<file path="src/rtl/microwave_pkg.sv">
// Shared types and constants for the microwave controller.
// MW_QUICK_START_EN (in the RTL files) enables the 30-second quick-start/add feature.
package microwave_pkg;

    localparam logic [1:0] ST_IDLE  = 2'd0;
    localparam logic [1:0] ST_COOK  = 2'd1;
    localparam logic [1:0] ST_PAUSE = 2'd2;
    localparam logic [1:0] ST_DONE  = 2'd3;

    typedef enum logic [1:0] {
        S_IDLE  = ST_IDLE,
        S_COOK  = ST_COOK,
        S_PAUSE = ST_PAUSE,
        S_DONE  = ST_DONE
    } state_t;

    typedef logic [3:0] bcd_t;

    typedef struct packed {
        bcd_t mins;
        bcd_t tens;
        bcd_t ones;
    } bcd_time_t;

    localparam int BCD_MAX_TENS = 5;
    localparam int QUICK_SECS   = 30;
    localparam int MAX_SECS     = 599;

    // Tens digits above 5 are legal on entry, so go through plain seconds and renormalise.
    function automatic bcd_time_t add_secs_sat(bcd_time_t t, int add);
        int s;
        bcd_time_t r;
        s = int'(t.mins) * 60 + int'(t.tens) * 10 + int'(t.ones) + add;
        if (s > MAX_SECS) s = MAX_SECS;
        r.mins = 4'(s / 60);
        r.tens = 4'((s % 60) / 10);
        r.ones = 4'(s % 10);
        return r;
    endfunction

endpackage

</file>
<file path="src/rtl/microwave_controller_if.sv">
// Encoder / keypad / door signals and display outputs of the microwave controller.
interface microwave_controller_if;
    logic [3:0] D;
    logic       loadn;
    logic       pgt_1hz;
    logic       start;
    logic       stop_clear;
    logic       door_closed;
    logic       enablen;
    logic       mag_on;
    logic       done;
    logic [3:0] min_bcd;
    logic [3:0] sec_tens;
    logic [3:0] sec_ones;

    modport master (
        output D, loadn, pgt_1hz, start, stop_clear, door_closed,
        input  enablen, mag_on, done, min_bcd, sec_tens, sec_ones
    );

    modport slave (
        input  D, loadn, pgt_1hz, start, stop_clear, door_closed,
        output enablen, mag_on, done, min_bcd, sec_tens, sec_ones
    );
endinterface

</file>
<file path="src/rtl/microwave_controller_bcd_down_counter.sv">
// Three-digit M:SS BCD register: clear, parallel load, keypad shift-in and
// decrement with borrow. Never decrements below 0:00.
module bcd_down_counter
    import microwave_pkg::*;
(
    input  logic      clk,
    input  logic      rst,
    input  logic      clr,
    input  logic      load,
    input  logic      shift,
    input  logic      dec,
    input  bcd_t      digit,
    input  bcd_time_t load_val,
    output bcd_time_t value,
    output logic      zero,
    output logic      at_one
);

    always_ff @(posedge clk or posedge rst) begin
        if (rst) begin
            value <= '0;
        end else if (clr) begin
            value <= '0;
        end else if (load) begin
            value <= load_val;
        end else if (shift) begin
            value <= {value.tens, value.ones, digit};
        end else if (dec && !zero) begin
            if (value.ones != 4'd0) begin
                value.ones <= value.ones - 4'd1;
            end else begin
                value.ones <= 4'd9;
                if (value.tens != 4'd0) begin
                    value.tens <= value.tens - 4'd1;
                end else begin
                    value.tens <= 4'(BCD_MAX_TENS);
                    value.mins <= value.mins - 4'd1;
                end
            end
        end
    end

    assign zero   = (value == '0);
    assign at_one = (value == {4'd0, 4'd0, 4'd1});

endmodule

</file>
<file path="src/rtl/microwave_controller.sv">
// Microwave sequencer: keypad capture, 1 Hz countdown, magnetron/done control.
// Optional feature: define MW_QUICK_START_EN for quick start (0:30) and +30 s while cooking.
module microwave_controller
    import microwave_pkg::*;
#(
    parameter int TICK_DIV   = 1,
    parameter int DONE_TICKS = 3
) (
    input logic                  clk,
    input logic                  rst,
    microwave_controller_if.slave bus
);

    localparam int DIV_W = (TICK_DIV > 1) ? $clog2(TICK_DIV) : 1;
    localparam int DN_W  = (DONE_TICKS > 1) ? $clog2(DONE_TICKS) : 1;

    state_t            state, state_nx;
    logic              loadn_q, pgt_q;
    logic              digit_stb, tick;
    logic [DIV_W-1:0]  div_cnt, div_nx;
    logic [DN_W-1:0]   done_cnt, done_nx;
    logic              clr, load, shift, dec;
    bcd_time_t         tval, load_val;
    logic              zero, at_one;

    assign digit_stb = loadn_q & ~bus.loadn;
    assign tick      = ~pgt_q & bus.pgt_1hz;

    always_ff @(posedge clk or posedge rst) begin
        if (rst) begin
            state    <= S_IDLE;
            loadn_q  <= 1'b0;
            pgt_q    <= 1'b0;
            div_cnt  <= '0;
            done_cnt <= '0;
        end else begin
            state    <= state_nx;
            loadn_q  <= bus.loadn;
            pgt_q    <= bus.pgt_1hz;
            div_cnt  <= div_nx;
            done_cnt <= done_nx;
        end
    end

    always_comb begin
        state_nx = state;
        div_nx   = div_cnt;
        done_nx  = '0;
        clr      = 1'b0;
        load     = 1'b0;
        shift    = 1'b0;
        dec      = 1'b0;
        load_val = tval;
        case (state)
            S_IDLE: begin
                if (bus.stop_clear) begin
                    clr = 1'b1;
                end else if (bus.start && bus.door_closed && !zero) begin
                    state_nx = S_COOK;
`ifdef MW_QUICK_START_EN
                end else if (bus.start && bus.door_closed) begin
                    load     = 1'b1;
                    load_val = add_secs_sat('0, QUICK_SECS);
                    state_nx = S_COOK;
`endif
                end else if (digit_stb && bus.D <= 4'd9) begin
                    shift = 1'b1;
                end
            end
            S_COOK: begin
                if (bus.stop_clear || !bus.door_closed) begin
                    state_nx = S_PAUSE;
`ifdef MW_QUICK_START_EN
                end else if (bus.start) begin
                    load     = 1'b1;
                    load_val = add_secs_sat(tval, QUICK_SECS);
`endif
                end else if (tick) begin
                    if (div_cnt == DIV_W'(TICK_DIV - 1)) begin
                        div_nx = '0;
                        dec    = 1'b1;
                        // The decrement that lands on 0:00 finishes in the same edge.
                        if (at_one) state_nx = S_DONE;
                    end else begin
                        div_nx = div_cnt + DIV_W'(1);
                    end
                end
            end
            S_PAUSE: begin
                if (bus.stop_clear) begin
                    clr      = 1'b1;
                    div_nx   = '0;
                    state_nx = S_IDLE;
                end else if (bus.start && bus.door_closed) begin
                    state_nx = S_COOK;
                end
            end
            S_DONE: begin
                done_nx = done_cnt;
                if (bus.stop_clear || !bus.door_closed) begin
                    state_nx = S_IDLE;
                end else if (tick) begin
                    if (done_cnt == DN_W'(DONE_TICKS - 1)) state_nx = S_IDLE;
                    else done_nx = done_cnt + DN_W'(1);
                end
            end
            default: state_nx = S_IDLE;
        endcase
    end

    bcd_down_counter u_cnt (
        .clk      (clk),
        .rst      (rst),
        .clr      (clr),
        .load     (load),
        .shift    (shift),
        .dec      (dec),
        .digit    (bus.D),
        .load_val (load_val),
        .value    (tval),
        .zero     (zero),
        .at_one   (at_one)
    );

    assign bus.mag_on   = (state == S_COOK);
    assign bus.done     = (state == S_DONE);
    assign bus.enablen  = !((state == S_COOK) || (state == S_DONE));
    assign bus.min_bcd  = tval.mins;
    assign bus.sec_tens = tval.tens;
    assign bus.sec_ones = tval.ones;

endmodule

</file>
<file path="src/flat_wrapper.sv">
// flat-port wrapper written by rule: the top's interface ports become plain ports
module microwave_controller_flat import microwave_pkg::*;
#(
    parameter int TICK_DIV   = 1,
    parameter int DONE_TICKS = 3
)
  (clk, rst, bus_D, bus_loadn, bus_pgt_1hz, bus_start, bus_stop_clear, bus_door_closed, bus_enablen, bus_mag_on, bus_done, bus_min_bcd, bus_sec_tens, bus_sec_ones);
  microwave_controller_if bus_i ();
  input logic clk;
  input logic rst;
  input wire logic [$bits(bus_i.D)-1:0] bus_D;
  input wire logic [$bits(bus_i.loadn)-1:0] bus_loadn;
  input wire logic [$bits(bus_i.pgt_1hz)-1:0] bus_pgt_1hz;
  input wire logic [$bits(bus_i.start)-1:0] bus_start;
  input wire logic [$bits(bus_i.stop_clear)-1:0] bus_stop_clear;
  input wire logic [$bits(bus_i.door_closed)-1:0] bus_door_closed;
  output wire logic [$bits(bus_i.enablen)-1:0] bus_enablen;
  output wire logic [$bits(bus_i.mag_on)-1:0] bus_mag_on;
  output wire logic [$bits(bus_i.done)-1:0] bus_done;
  output wire logic [$bits(bus_i.min_bcd)-1:0] bus_min_bcd;
  output wire logic [$bits(bus_i.sec_tens)-1:0] bus_sec_tens;
  output wire logic [$bits(bus_i.sec_ones)-1:0] bus_sec_ones;
  assign bus_i.D = bus_D;
  assign bus_i.loadn = bus_loadn;
  assign bus_i.pgt_1hz = bus_pgt_1hz;
  assign bus_i.start = bus_start;
  assign bus_i.stop_clear = bus_stop_clear;
  assign bus_i.door_closed = bus_door_closed;
  assign bus_enablen = bus_i.enablen;
  assign bus_mag_on = bus_i.mag_on;
  assign bus_done = bus_i.done;
  assign bus_min_bcd = bus_i.min_bcd;
  assign bus_sec_tens = bus_i.sec_tens;
  assign bus_sec_ones = bus_i.sec_ones;
  microwave_controller #(.TICK_DIV(TICK_DIV), .DONE_TICKS(DONE_TICKS)) u_core (.clk(clk), .rst(rst), .bus(bus_i));
endmodule
</file>
<file path="config.mk">
export PLATFORM = sky130hd
export DESIGN_NAME = microwave_controller_flat
export DESIGN_NICKNAME = d
export VERILOG_FILES = /design/src/rtl/microwave_pkg.sv /design/src/rtl/microwave_controller_if.sv /design/src/rtl/microwave_controller_bcd_down_counter.sv /design/src/rtl/microwave_controller.sv /design/src/flat_wrapper.sv
export SDC_FILE = /design/constraint.sdc
export NUM_CORES = 1
export LEC_CHECK = 0
export BUFFER_PORTS_ARGS = -buffer_cell sky130_fd_sc_hd__buf_4
export CAP_MARGIN = 10
export CORE_MARGIN = 2
export CORE_UTILIZATION = 32
export DETAILED_ROUTE_END_ITERATION = 10
export PLACE_DENSITY = 0.57
export SYNTH_ARGS = -nofsm -noshare
export SYNTH_HDL_FRONTEND = slang
export SYNTH_SLANG_ARGS = --single-unit
</file>
<file path="constraint.sdc">
create_clock -name clk -period 4.36 [get_ports clk]
set_input_delay 1.308 -clock clk [delete_from_list [all_inputs] [get_ports clk]]
set_output_delay 1.308 -clock clk [all_outputs]
set_load 0.05 [all_outputs]
</file>
# [Word-level counts from Yosys, hierarchy flattened]
# Index checks and enable logic that the tools add are counted.
[totals] latchBits=0 ff_bits=19 out_inout_bits=15 mem_bits_ro=0 n_memories=0 input_bits=11 mem_bits_rw=0 elab_cells=98
[classes] muxes=38 add_sub_neg=5 n_lt_le_gt_ge=1 n_eq_ne=21 mul=0 shifts=0 n_reduce_logical=21 bitwise=4 div_mod_pow=0
[op_table] op="$mux 12" n=3
[op_table] op="$mux 2" n=15
[op_table] op="$ne 3x1->1 const B" n=6
[op_table] op="$mux 1" n=14
[op_table] op="$eq 12x1->1 const B" n=1
[op_table] op="$logic_not 12->1" n=1
[op_table] op="$mux 4" n=3
[op_table] op="$sub 4x1->4 const B" n=3
[op_table] op="$ne 2x2->1 const B" n=5
[op_table] op="$mux 8" n=1
[op_table] op="$pmux 2 s4" n=1
[op_table] op="$reduce_and 8->1" n=1
[op_table] op="$reduce_bool 4->1" n=2
[op_table] op="$eq 2x2->1 const B" n=3
[op_table] op="$ne 2x1->1 const B" n=3
[op_table] op="$reduce_and 3->1" n=2
[op_table] op="$le 4x4->1 const B" n=1
[op_table] op="$logic_and 1x1->1" n=4
[op_table] op="$reduce_and 4->1" n=1
[op_table] op="$logic_not 1->1" n=3
[op_table] op="$ne 3x2->1 const B" n=1
[op_table] op="$ne 3x3->1 const B" n=1
[op_table] op="$reduce_bool 3->1" n=1
[op_table] op="$add 2x1->2 const B" n=1
[op_table] op="10 further kinds" n=13

# [Depth between registers and ports, before layout]
[depth] word_depth=9 ltp_mapped=8 mapped_depth_nobuf=7

# [Modules after synthesis]
# From an unflattened synthesis, not the netlist that was laid out.
[hier_totals] hier_cells=157 hier_area_um2=1407.6
[by_module_without_submodules] module="bcd_down_counter" cells_per_inst=114 seq_area_each_um2=300.3 instances=1 area_per_inst_um2=1048.5
[by_module_without_submodules] module="microwave_controller" cells_per_inst=43 seq_area_each_um2=150.1 instances=1 area_per_inst_um2=359.1

# [Least setup slack after synthesis]
# OpenSTA, ideal clock, no wires.
[synth_path] kind="input-to-reg" startpoint="in bus_stop_clear" endpoint="reg u_core.u_cnt.value[9] (netlist name)" path_buffers=0 path_slack_ns=1.871 t_arrival_ns=2.406 setup_ns=0.083 stages=5 required_time_ns=4.277 path_cell_list="nand4bb_4 > nor3_1 > and3_1 > mux2_2 > o22ai_1"
[synth_via] elab_chain_cells=6 elab_cells_between_ends=14 cone_classes="eq/ne: 2; mux: 8; reduce/logical: 4"
[synth_rtl] element="start: declaration" line="flat_wrapper.sv:15" source="input wire logic [$bits(bus_i.stop_clear)-1:0] bus_stop_clear;"
[synth_rtl] element="$logic_or 1x1->1" line="microwave_controller.sv:71" source="if (bus.stop_clear || !bus.door_closed) begin"
[synth_rtl] element="$mux 1" line="microwave_controller.sv:71"
[synth_rtl] element="$mux 1" line="microwave_controller.sv:54" source="case (state)"
[synth_rtl] element="$logic_and 1x1->1" line="microwave_controller_bcd_down_counter.sv:28" source="end else if (dec && !zero) begin"
[synth_rtl] element="$reduce_bool 3->1 (no source line)"
[synth_rtl] element="$reduce_and 3->1 (no source line)"
[synth_rtl] element="end signal: assignment" line="microwave_controller_bcd_down_counter.sv:25" source="value <= load_val;"
[synth_rtl] element="end signal: assignment" line="microwave_controller_bcd_down_counter.sv:27" source="value <= {value.tens, value.ones, digit};"
[synth_rtl] element="end: declaration" line="microwave_controller_bcd_down_counter.sv:14" source="output bcd_time_t value,"
# Several ways; a longest one is shown, not always the timed one.
# A chain may end at the register's enable or synchronous reset.

# [Worst setup path after layout]
[layout_path] startpoint="reg u_core.state[0]" endpoint="out bus_mag_on"
[layout_via] elab_chain_cells=1
[layout_rtl] element="start: declaration" line="microwave_controller.sv:17" source="state_t state, state_nx;"
[layout_rtl] element="start signal: assignment" line="microwave_controller.sv:37" source="state <= state_nx;"
[layout_rtl] element="$eq 2x1->1" line="microwave_controller.sv:125" source="assign bus.mag_on = (state == S_COOK);"
[layout_rtl] element="end: declaration" line="flat_wrapper.sv:18" source="output wire logic [$bits(bus_i.mag_on)-1:0] bus_mag_on;"
# Every way passes these cells.

==> flow_summary.ini <==
[logic_synthesis]
yosysSeqAreaShare = 0.394
synth_nets = 140
ys_warn_count = 0
ys_seq_elements = 18
synth.distinct_cells = 36
synthCells = 127
ys.flop_type = dfrtp_1
netlist_area_mm2 = 0.00114
synth_edf_count = 0
synth.avg_cell_area_um2 = 8.99
synth-async-reset-ratio = 1.00

[outcome]
outcome = completed

[global_routing]
grt.total_usage = 0.134
grt_pass1_wl_um = 4320
first_global_vias = 1004
grt_max_degree = 22
antenna_found_initial = 0
grt_remaining_overflow = 0

[setup_path]
critPathKind = reg2out
endpoint_kind = primary output
worst-path-max-fanout = 8
crit_chain = or2b_1 -> inv_1 -> buf_4
cp-start-kind = flop
r2r_setup_slack_ps = 2020
worstPathArrival_ps = 1410
crit_required_ps = 3050
crit_path_max_incr_delay_ps = 490
slowest_stage = dfrtp_1

[power]
p_per_area_mw_per_mm2 = 692
peakVddDrop_v = 0.000279
p_leak_uw = 0.000660
finalPower_uw = 986

[routing]
viasPerCell = 5.12
remaining_drc_errors = 0
drt_iter0_drc = 37
avgRoutedWirePerCell_um = 12.8
drtPass1Iterations = 4
vias = 1029
wirelength_um = 2570
postRouteAntennaNets = 0

[die]
fp.dieW_um = 63.8
initial_core_util = 0.337
dieArea_mm2 = 0.00406
ioPinCount = 26
core_area_mm2 = 0.00339
die_h_um = 63.8
std_cell_rows = 21

[timing]
layout_worst_path_cycle_share = 0.622
finClkSkew_ps = 5.26
hold_violations = 0
worst_pin_slew_ps = 727
fin_crit_ps = 2710
max_slew_margin = 0.515
max_freq_ghz = 0.369
rsz0062_at_grt = no
finalSetupViolations = 0
slew_violations = 0
fin_tns_setup_ps = 0

[clocking]
cts_hold_buf = 0
clk-insertion-delay-late_ps = 300
cts_setup_buffers = 0
cts_tree = built
clock-sinks = 18
htreeDepth = 1
post_cts_resized = 0
cts_root_buf = clkbuf_4
path_clk_slew_ps = 110
cts_buffers = 3
clock_path_buffers = 2

[place]
hpwl_um = 1970
io_buffers = 25
place.gp.congestion = 0.806

[layout]
multi_input_area_um2 = 643
final_core_util = 0.420
fill_cells = 343
drive_gt1_frac = 0.284
area_growth_pct = 24.6
nets = 169
antenna_cells = 0
seq_area_um2 = 450

[flow_run]
maxCapViolations = 0

[hold_path]
min_path_type = reg2reg
## area by class of cell
cell class | instances | share of cell area
clock buffer | 4 | 0.0255
inverter | 11 | 0.0290
multi-input combinational | 96 | 0.452
sequential | 18 | 0.316
tap | 46 | 0.0404
timing repair buffer | 26 | 0.137
## critical path, delay by kind of cell (launching register included)
kind	cells	cell delay [ps]
buf+inv	2	320
simple gates	1	300
flops	1	490
## logic make-up after synthesis
group / count (synthesis) / synth area share
and+or+nand+nor: 47 / 0.250
AOI/OAI and AO/OA: 36 / 0.196
DFF: 18 / 0.394
buffers and inverters: 13 / 0.0427
muxes: 6 / 0.0570
xor gates and xnor gates: 5 / 0.0383
adders and majority gates: 2 / 0.0219
## cell usage after synthesis, types with 3 or more instances
library cell / n / share of area
dfrtp_1: 18 / 0.39
a21oi_1: 13 / 0.057
nor2_1: 12 / 0.039
inv_1: 11 / 0.036
nand2_1: 11 / 0.036
o21ai_0: 9 / 0.039
nor3_1: 6 / 0.026
mux2_2: 4 / 0.039
xnor2_1: 4 / 0.031
a31oi_1: 3 / 0.016
and3_1: 3 / 0.016
o22ai_1: 3 / 0.016
## routing by layer
metal  global-route usage  wire, µm  vias to the layer above  part of all wire
met5                    0         0                        -                 0
met4               0.0489        20                        0            0.0078
met3               0.0229        77                        2             0.030
met2                0.238      1280                       21              0.50
met1                0.161      1190                      492              0.46
li1                     -         -                      514                 -
## power breakdown
| group | switching, µW | internal (µW) |
|---|---|---|
| sequential | 71.1 | 209 |
| combinational | 385 | 214 |
| clock | 56.3 | 50.9 |
## per-stage QoR
stage | setup slack [ps] | instance area (µm²) | hold WS [ps] | instances
floorplan | 1870 | 1140 | 510 | 127
detailed placement | 1540 | 1390 | 564 | 197
global placement | 1600 | 1390 | 534 | 197
CTS | 1650 | 1420 | 587 | 201
finish | 1650 | 1420 | 581 | 201
global route | 1560 | 1420 | 594 | 201
## registers in the layout (all words and copies together), names as in the netlist
signal,count
u_core.u_cnt.value,12
u_core.loadn_q,1
u_core.state,2
u_core.pgt_q,1
u_core.done_cnt,2
## cells in the final DEF, fill, tap and decap left out, types with 2 or more instances in the layout
master / synthesis / final
buf_4: 0 / 26
dfrtp_1: 18 / 18
a21oi_1: 13 / 13
nor2_1: 12 / 12
nand2_1: 11 / 11
inv_1: 11 / 11
o21ai_0: 9 / 9
nor3_1: 6 / 6
xnor2_1: 4 / 4
mux2_2: 4 / 4
and3_1: 3 / 3
a31oi_1: 3 / 3
o22ai_1: 3 / 3
clkbuf_4: 0 / 3
or3_2: 2 / 2
or3_4: 2 / 2
mux2i_1: 2 / 2
nand4b_1: 2 / 2
ha_1: 2 / 2
## final timing paths
kind,cells after the start,to,startpoint
worst max-delay path,3,bus_mag_on,u_core.state[0]
worst min-delay path,2,u_core.done_cnt[0],u_core.done_cnt[0]
worst max register to register,7,u_core.state[0],u_core.u_cnt.value[8]
worst min register to register,2,u_core.done_cnt[0],u_core.done_cnt[0]
max in group asynchronous,2,u_core.u_cnt.value[6],rst
min in group asynchronous,2,u_core.u_cnt.value[1],rst
Note: power is estimated with default switching activity, not from simulation.
